### src/rtl/add_arbiter.sv
// Round-robin arbiter feeding one shared signed 8+8 adder; IDLE -> CALC -> RESP per operation.
// Latency: accept in cycle T, rsp_valid from T+2; one op per 3 cycles; rsp_* hold in RESP until rsp_ready.
module add_arbiter #(
   parameter int N_REQ = 4,
   parameter int SUM_W = 32
) (
   input  logic                 clk,
   input  logic                 rst_n,
   input  logic [N_REQ-1:0]     req_valid,
   input  logic [8*N_REQ-1:0]   req_a,
   input  logic [8*N_REQ-1:0]   req_b,
   output logic [N_REQ-1:0]     req_ready,
   output logic                 rsp_valid,
   input  logic                 rsp_ready,
   output logic [SUM_W-1:0]     rsp_sum,
   output logic [2:0]           rsp_id,
   output logic                 busy,
   output logic [15:0]          op_count
);

   typedef enum logic [1:0] {IDLE, CALC, RESP} state_t;

   state_t            state_q, state_d;
   logic [2:0]        ptr_q, ptr_d;
   logic [2:0]        win_q, win_d;
   logic [7:0]        op_a_q, op_a_d;
   logic [7:0]        op_b_q, op_b_d;
   logic              rsp_valid_q, rsp_valid_d;
   logic [SUM_W-1:0]  rsp_sum_q, rsp_sum_d;
   logic [2:0]        rsp_id_q, rsp_id_d;
   logic [15:0]       op_count_q, op_count_d;

   logic [7:0]        valid8;
   logic [3:0]        cand;
   logic              found;
   logic [2:0]        win_idx;
   logic [7:0]        sel_a, sel_b;
   logic [8:0]        sum9;
   logic              grant;

   assign valid8 = 8'(req_valid);

   // Search from ptr upward, wrapping at N_REQ; first valid requester wins.
   always_comb begin
      found   = 1'b0;
      win_idx = '0;
      cand    = '0;
      for (int k = 0; k < N_REQ; k++) begin
         cand = {1'b0, ptr_q} + 4'(k);
         if (cand >= 4'(N_REQ)) cand = cand - 4'(N_REQ);
         if (!found && valid8[cand[2:0]]) begin
            found   = 1'b1;
            win_idx = cand[2:0];
         end
      end
   end

   assign grant = rst_n && (state_q == IDLE) && found;
   assign busy  = rst_n && (state_q != IDLE);

   always_comb begin
      req_ready = '0;
      sel_a     = '0;
      sel_b     = '0;
      for (int i = 0; i < N_REQ; i++) begin
         req_ready[i] = grant && (win_idx == 3'(i));
         if (win_idx == 3'(i)) begin
            sel_a = req_a[8*i +: 8];
            sel_b = req_b[8*i +: 8];
         end
      end
   end

   // The single shared adder: 9 bits cover -256..+254 exactly.
   assign sum9 = {op_a_q[7], op_a_q} + {op_b_q[7], op_b_q};

   always_comb begin
      state_d     = state_q;
      ptr_d       = ptr_q;
      win_d       = win_q;
      op_a_d      = op_a_q;
      op_b_d      = op_b_q;
      rsp_valid_d = rsp_valid_q;
      rsp_sum_d   = rsp_sum_q;
      rsp_id_d    = rsp_id_q;
      op_count_d  = op_count_q;
      case (state_q)
         IDLE: begin
            if (found) begin
               op_a_d  = sel_a;
               op_b_d  = sel_b;
               win_d   = win_idx;
               ptr_d   = (win_idx == 3'(N_REQ - 1)) ? 3'd0 : win_idx + 3'd1;
               state_d = CALC;
            end
         end
         CALC: begin
            rsp_sum_d   = SUM_W'($signed(sum9));
            rsp_id_d    = win_q;
            rsp_valid_d = 1'b1;
            state_d     = RESP;
         end
         RESP: begin
            if (rsp_ready) begin
               rsp_valid_d = 1'b0;
               op_count_d  = op_count_q + 16'd1;
               state_d     = IDLE;
            end
         end
         default: state_d = IDLE;
      endcase
   end

   always_ff @(posedge clk) begin
      if (!rst_n) begin
         state_q     <= IDLE;
         ptr_q       <= '0;
         win_q       <= '0;
         op_a_q      <= '0;
         op_b_q      <= '0;
         rsp_valid_q <= 1'b0;
         rsp_sum_q   <= '0;
         rsp_id_q    <= '0;
         op_count_q  <= '0;
      end else begin
         state_q     <= state_d;
         ptr_q       <= ptr_d;
         win_q       <= win_d;
         op_a_q      <= op_a_d;
         op_b_q      <= op_b_d;
         rsp_valid_q <= rsp_valid_d;
         rsp_sum_q   <= rsp_sum_d;
         rsp_id_q    <= rsp_id_d;
         op_count_q  <= op_count_d;
      end
   end

   assign rsp_valid = rsp_valid_q;
   assign rsp_sum   = rsp_sum_q;
   assign rsp_id    = rsp_id_q;
   assign op_count  = op_count_q;

endmodule

### config.mk
export PLATFORM = sky130hd
export DESIGN_NAME = add_arbiter
export DESIGN_NICKNAME = d
export VERILOG_FILES = /design/src/rtl/add_arbiter.sv
export SDC_FILE = /design/constraint.sdc
export NUM_CORES = 1
export LEC_CHECK = 0
export ABC_AREA = 1
export CORE_ASPECT_RATIO = 0.9
export CORE_UTILIZATION = 41
export DETAILED_ROUTE_END_ITERATION = 7
export PLACE_DENSITY_LB_ADDON = 0.08
export SKIP_CTS_REPAIR_TIMING = 1
export SYNTH_ARGS = -nofsm -noshare
export SYNTH_HDL_FRONTEND = slang
export SYNTH_SLANG_ARGS = --single-unit
### constraint.sdc
create_clock -name clk -period 3.3 [get_ports clk]
set_input_delay 0.66 -clock clk [delete_from_list [all_inputs] [get_ports clk]]
set_output_delay 0.66 -clock clk [all_outputs]
set_load 0.05 [all_outputs]
==> flow_metrics.env, run 1 <==
export IMPL_cp_max_fo=3
export IMPL_synth_edf_count=0
export IMPL_crit_chain="clkdlybuf4s50_1, inv_1, nand2_1, nand3_2, nand2_2, nor2_2, nand2_1, nand3_2, nor2_4, inv_1, ha_1, inv_1, nor2_2, buf_12"
export IMPL_pin_count=128
export IMPL_cellLeakagePower_nw=2.129
export IMPL_powerDensity_mw_per_mm2=817.5
export IMPL_first_iter_violations=105
export IMPL_max_freq_ghz=0.3140
export IMPL_firstDrtPassIters=4
export IMPL_fin_crit_sh_pct=96.50
export IMPL_worst_slew_pin_transition_ns=0.6548
export IMPL_area_growth_pct=39.80
export IMPL_cts_sinks=53
export IMPL_max_stage_delay_ns=0.50
export IMPL_post_route_min_period_ns=3.185
export IMPL_crit_top_cell="inv_1"
export IMPL_drtAntennaViolNets=0
export IMPL_die_area_mm2=0.009127
export IMPL_grt_use_total_pct=20.05
export IMPL_hold_viol_final=0
export IMPL_syn_nets=641
export IMPL_grt_pass1_vias=3409
export IMPL_async_flop_share_pct=0
export IMPL_setup_tns_ns=0
export IMPL_synthCells=555
export IMPL_clkTransAtPathRegs_ns=0.09
export IMPL_skew_ns=0.003540
export IMPL_instances_no_fill=773
export IMPL_vias=3654
export IMPL_fp_dieH_um=90.74
export IMPL_vdd_drop_max_v=0.0005163
export IMPL_die_w_um=100.6
export IMPL_hold_class="flop to flop"
export IMPL_clockBufferDepth=2
export IMPL_nets=744
export IMPL_slowest_stage="clkdlybuf4s50_1"
export IMPL_end_kind="output pin"
export IMPL_postLayoutCellArea_mm2=0.005015
export IMPL_grt_first_pass_wirelength_mm=14.95
export IMPL_clock_latency_ns=0.30
export IMPL_dp_hpwl_mm=7.145
export IMPL_cts_max_level=2
export IMPL_fin_util_pct=60.70
export IMPL_grt_start_max_net_pins=34
export IMPL_yosysWarningCount=0
export IMPL_diodes=0
export IMPL_crit_family="buffers and inverters"
export IMPL_worstPathRequired_ns=2.64
export IMPL_viasPerCell=4.727
export IMPL_startpoint_type="input pin"
export IMPL_io_buffer_count=127
export IMPL_path_buf_inv=5
export IMPL_layout_drive_gt1_share_pct=10.79
export IMPL_drv_slew=0
export IMPL_critPathKind="input pin to output pin"
export IMPL_rsz0062_at_grt="yes"
export IMPL_grt_overflow=0
export IMPL_cts_tree="done"
export IMPL_numCtsBuffers=5
export IMPL_dp_cells=763
export IMPL_synth_avg_cell_area_um2=6.463
export IMPL_gp_congestion=0.8269
export IMPL_outcome="complete, no violations"
export IMPL_drv_cap=0
export IMPL_ys_seq_area_share_pct=29.58
export IMPL_synth_main_ff_cell="dfxtp_1"
export IMPL_drc_errors=0
export IMPL_wl_mm=9.102
export IMPL_coreArea_mm2=0.008262
export IMPL_finalSetupViolCount=0
export IMPL_synth_area_mm2=0.003587
export IMPL_ys_types=35
export IMPL_start_util_pct=43.42
export IMPL_wl_per_cell_um=11.77
export IMPL_place_area_mm2=0.004883
export IMPL_cp_arrival_ns=2.52
export IMPL_cts_root_buf="clkbuf_8"
export IMPL_holdWs_ns=0.4501
export IMPL_ys_ff_latch=53
export IMPL_rows=31
export IMPL_timing_slew_headroom_pct=56.28
export IMPL_grt_antenna_before_repair=0
## Yosys cell counts, types with 2 or more instances
cell type  number  area, µm²
nor2_2          2      12.51
nand3_1        26      130.1
nor2_1         95      356.6
clkinv_1        2      7.510
nand2_1        94      352.8
nor3_1          4      20.02
clkbuf_1       14      52.55
nand3_2        11      110.1
o21ai_0        40      200.2
ha_1           14      175.2
o21ai_1         2      10.01
nand2_2         6      37.54
nor3_2          3      30.03
xnor2_1         2      17.52
buf_1           3      11.26
inv_2           3      11.26
a21oi_1        49      245.2
buf_6           2      22.52
xor2_1          8      70.07
a21oi_2         7      61.31
inv_1          71      266.5
dfxtp_1        53       1061
nand4_1         5      31.28
buf_4          24      180.2
buf_2           5      25.02
## layer usage
| metal | up-vias | track usage [%] | wire (µm) |
|---|---|---|---|
| met1 | 1636 | 24.62 | 4241 |
| li1 | 1926 | - | - |
| met3 | 7 | 2.864 | 364 |
| met5 | - | 0 | 0 |
| met4 | 0 | 4.348 | 68 |
| met2 | 85 | 36.59 | 4428 |
## state kept, by name, summed over array words and instances (netlist names)
signal     count
op_a_q         8
op_b_q         8
op_count      16
ptr_q          3
rsp_id         3
rsp_sum        9
rsp_valid      1
state_q        2
win_q          3
## cell type report
| class | instances | area, µm² |
|---|---|---|
| fillers | 805 | 3247 |
| inverters | 77 | 294.0 |
| flip-flops and latches | 53 | 1064 |
| well taps | 115 | 143.9 |
| repair buffers | 144 | 1449 |
| clock buffers | 5 | 68.82 |
| multi-input cells | 377 | 1961 |
| clock inverters | 2 | 35.03 |
## final timing paths
kind | startpoint | to | slack (ns) | depth (start not counted)
max | req_valid[3] | req_ready[3] | 0.12 | 14
min | win_q[2]$_SDFFE_PN0P_ | win_q[2]$_SDFFE_PN0P_ | 0.45 | 2
min reg2reg | win_q[2]$_SDFFE_PN0P_ | win_q[2]$_SDFFE_PN0P_ | 0.45 | 2
max reg2reg | ptr_q[1]$_SDFFE_PN0P_ | op_b_q[7]$_SDFFE_PN0P_ | 0.64 | 16
## where the power goes
group | switching, mW | leakage (nW) | internal (mW) | total [mW]
registers | 0.0802 | 0.434 | 0.771 | 0.851
clock network | 0.210 | 0.0540 | 0.221 | 0.431
logic | 1.79 | 1.64 | 1.03 | 2.82
total | 2.08 | 2.13 | 2.02 | 4.10
## through the flow
| step | power (mW) | setup slack (ns) |
|---|---|---|
| 3_5_place_dp | 3.608 | 0.01641 |
| 4_1_cts | 4.047 | -0.03630 |
| 3_3_place_gp | 3.559 | 0.1228 |
| 6_report | 4.100 | 0.1154 |
| 5_1_grt | 4.448 | -0.02147 |
| 2_1_floorplan | 2.936 | -0.1832 |
## cells in the final DEF (no fill, tap or decap)
master             n
a21oi_1           49
buf_4             17
o21ai_0           39
clkinv_2           1
a21o_1             1
ha_1              14
inv_2              5
nand3_1           26
nor2_1            92
inv_6              1
dfxtp_1           51
o21a_1             1
fa_1               1
nor4_1             1
clkinv_1           1
clkdlybuf4s50_1  122
bufinv_16          1
buf_12             5
clkbuf_8           5
nor2_4             3
xnor2_1            2
nand2_2            7
o22ai_1            1
o211ai_1           1
nor3b_1            1
and2_1             1
nor3_2             3
nand4_1            5
nand3_2           11
a21oi_2            7
nor2_2             3
nand2_1           93
inv_1             70
nor3_1             4
dfxtp_2            2
xor2_1             8
o21ai_1            3
## kinds of logic (layout without fill, tap and decap cells)
kind of cell	after synthesis	after routing	share of synthesized area [%]
AOI/OAI and AO/OA	102	102	15.21
DFF	53	53	29.58
and+or+nand+nor	250	250	31.01
xor gates and xnor gates	10	10	2.442
adders and majority gates	15	15	5.441
buffers and inverters	125	228	16.32
## worst register-to-register path, cell delays in order (launching register included)
cell and delay [ns]:
dfxtp_2 0.39, inv_2 0.08, ha_1 0.36, inv_1 0.11, nand3_1 0.09, nand3_2 0.12
nand3_1 0.12, o21ai_1 0.17, nand2_2 0.12, inv_2 0.08, ha_1 0.18, buf_4 0.31
nor2_1 0.09, nand3_1 0.11, nand2_1 0.07, nand2_1 0.08, a21oi_1 0.06
No activity file was read; power rests on OpenSTA's default activity.
==> run 2: changes to the inputs <==
--- a/config.mk
+++ b/config.mk
@@ -7,10 +7,13 @@
 export LEC_CHECK = 0
 export ABC_AREA = 1
 export CORE_ASPECT_RATIO = 0.9
+export CORE_MARGIN = 3
 export CORE_UTILIZATION = 41
 export DETAILED_ROUTE_END_ITERATION = 7
 export PLACE_DENSITY_LB_ADDON = 0.08
+export SETUP_SLACK_MARGIN = 0.02
 export SKIP_CTS_REPAIR_TIMING = 1
+export SLEW_MARGIN = 20
 export SYNTH_ARGS = -nofsm -noshare
 export SYNTH_HDL_FRONTEND = slang
 export SYNTH_SLANG_ARGS = --single-unit
==> flow_metrics.env, run 2 (synthesis gave the netlist of run 1 again) <==
export IMPL_critPathKind="input pin to output pin"
export IMPL_pin_count=128
export IMPL_setup_ws_ns=0.1222
export IMPL_grt_first_pass_wirelength_mm=15.08
export IMPL_start_util_pct=43.42
export IMPL_worstPathRequired_ns=2.64
export IMPL_gp_congestion=0.8322
export IMPL_max_freq_ghz=0.3147
export IMPL_post_route_min_period_ns=3.178
export IMPL_cts_tree="done"
export IMPL_end_kind="output pin"
export IMPL_place_area_mm2=0.004887
export IMPL_finalSetupViolCount=0
export IMPL_fp_dieH_um=94.74
export IMPL_vdd_drop_max_v=0.0006080
export IMPL_setup_tns_ns=0
export IMPL_outcome="complete, no violations"
export IMPL_fin_crit_sh_pct=96.30
export IMPL_largest_register_ffs=16
export IMPL_worst_slew_pin_transition_ns=0.6376
export IMPL_vias=3647
export IMPL_nets=741
export IMPL_final_common_cell="clkdlybuf4s50_1"
export IMPL_cp_max_fo=5
export IMPL_drv_slew=0
export IMPL_diodes=0
export IMPL_wl_mm=9.369
export IMPL_hold_viol_final=0
export IMPL_cts_max_level=2
export IMPL_clockBufferDepth=2
export IMPL_grt_use_total_pct=18.29
export IMPL_grt_start_max_net_pins=34
export IMPL_drtAntennaViolNets=0
export IMPL_drv_cap=0
export IMPL_cts_sinks=53
export IMPL_first_iter_violations=121
export IMPL_postLayoutCellArea_mm2=0.005047
export IMPL_wl_per_cell_um=12.17
export IMPL_skew_ns=0.004196
export IMPL_coreArea_mm2=0.008262
export IMPL_firstDrtPassIters=4
export IMPL_die_w_um=104.6
export IMPL_rsz0062_at_grt="yes"
export IMPL_grt_antenna_before_repair=0
export IMPL_cellLeakagePower_nw=2.114
export IMPL_viasPerCell=4.736
export IMPL_layout_drive_gt1_share_pct=11.60
export IMPL_layout_common_cells="122 x clkdlybuf4s50_1, 93 x nand2_1, 92 x nor2_1, 67 x inv_1, 52 x dfxtp_1"
export IMPL_drc_errors=0
export IMPL_timing_slew_headroom_pct=57.44
export IMPL_grt_pass1_vias=3228
export IMPL_clkTransAtPathRegs_ns=0.09
export IMPL_cts_root_buf="clkbuf_8"
export IMPL_hold_class="flop to flop"
export IMPL_rows=31
export IMPL_startpoint_type="input pin"
export IMPL_io_buffer_count=127
export IMPL_holdWs_ns=0.4482
export IMPL_cp_arrival_ns=2.52
export IMPL_area_growth_pct=40.70
export IMPL_clock_latency_ns=0.30
export IMPL_dpl_worst_slack_ns=0.04641
export IMPL_powerDensity_mw_per_mm2=815.6
export IMPL_die_area_mm2=0.009909
export IMPL_grt_overflow=0
export IMPL_dp_hpwl_mm=7.366
export IMPL_numCtsBuffers=5
export IMPL_fin_util_pct=61.09
run 2: cell types whose count changed in the layout (fill, tap and decap cells not counted), moves of 2 or more:
cell and delta:
inv_1 -3, inv_2 +2, nor2_4 +2, ha_2 +2
ha_1 -3, buf_4 -3, nor2_2 -2
run 2: cell type report:
| cell class | count | area (µm²) |
|---|---|---|
| sequential | 53 | 1062 |
| fill | 781 | 3214 |
| clock buffer | 5 | 68.82 |
| timing repair buffer | 141 | 1426 |
| multi-input combinational | 377 | 2016 |
| clock inverter | 2 | 35.03 |
| tap | 115 | 143.9 |
| inverter | 77 | 295.3 |
run 2: worst paths after layout:
| check | startpoint | end | slack [ns] | depth (start not counted) |
|---|---|---|---|---|
| worst max-delay path | req_valid[3] | req_ready[3] | 0.12 | 14 |
| worst min-delay path | win_q[2]$_SDFFE_PN0P_ | win_q[2]$_SDFFE_PN0P_ | 0.45 | 2 |
| worst max register to register | ptr_q[0]$_SDFFE_PN0P_ | op_b_q[7]$_SDFFE_PN0P_ | 0.73 | 13 |
| worst min register to register | win_q[2]$_SDFFE_PN0P_ | win_q[2]$_SDFFE_PN0P_ | 0.45 | 2 |
run 2: metal layers:
layer | vias up | routed length [µm] | global-route usage [%]
li1 | 1922 | - | -
met1 | 1627 | 4097 | 22.88
met2 | 93 | 4777 | 33.82
met3 | 5 | 446 | 2.871
met4 | 0 | 48 | 3.279
met5 | - | 0 | 0
run 2: where the power goes:
group	switching, mW	internal (mW)	total (mW)	leakage (nW)
registers	0.0847	0.770	0.855	0.433
clock network	0.206	0.221	0.427	0.0540
logic	1.81	1.03	2.83	1.63
total	2.10	2.02	4.12	2.11
run 2: worst max-delay path, cell delays in order:
cell and delay [ns]:
clkdlybuf4s50_1 0.43, inv_1 0.07, nand2_1 0.08, nand3_1 0.10, nand2_1 0.09, inv_2 0.09, nand3_4 0.09, nor3_4 0.23
nor2_4 0.07, inv_2 0.08, ha_2 0.19, inv_2 0.06, nor2_4 0.13, buf_12 0.14
run 2: through the flow:
step           power, mW  cells
3_3_place_gp       3.563    762
3_5_place_dp       3.615    762
6_report           4.116    770
2_1_floorplan      2.949    555
5_1_grt            4.487    770
4_1_cts            4.058    769
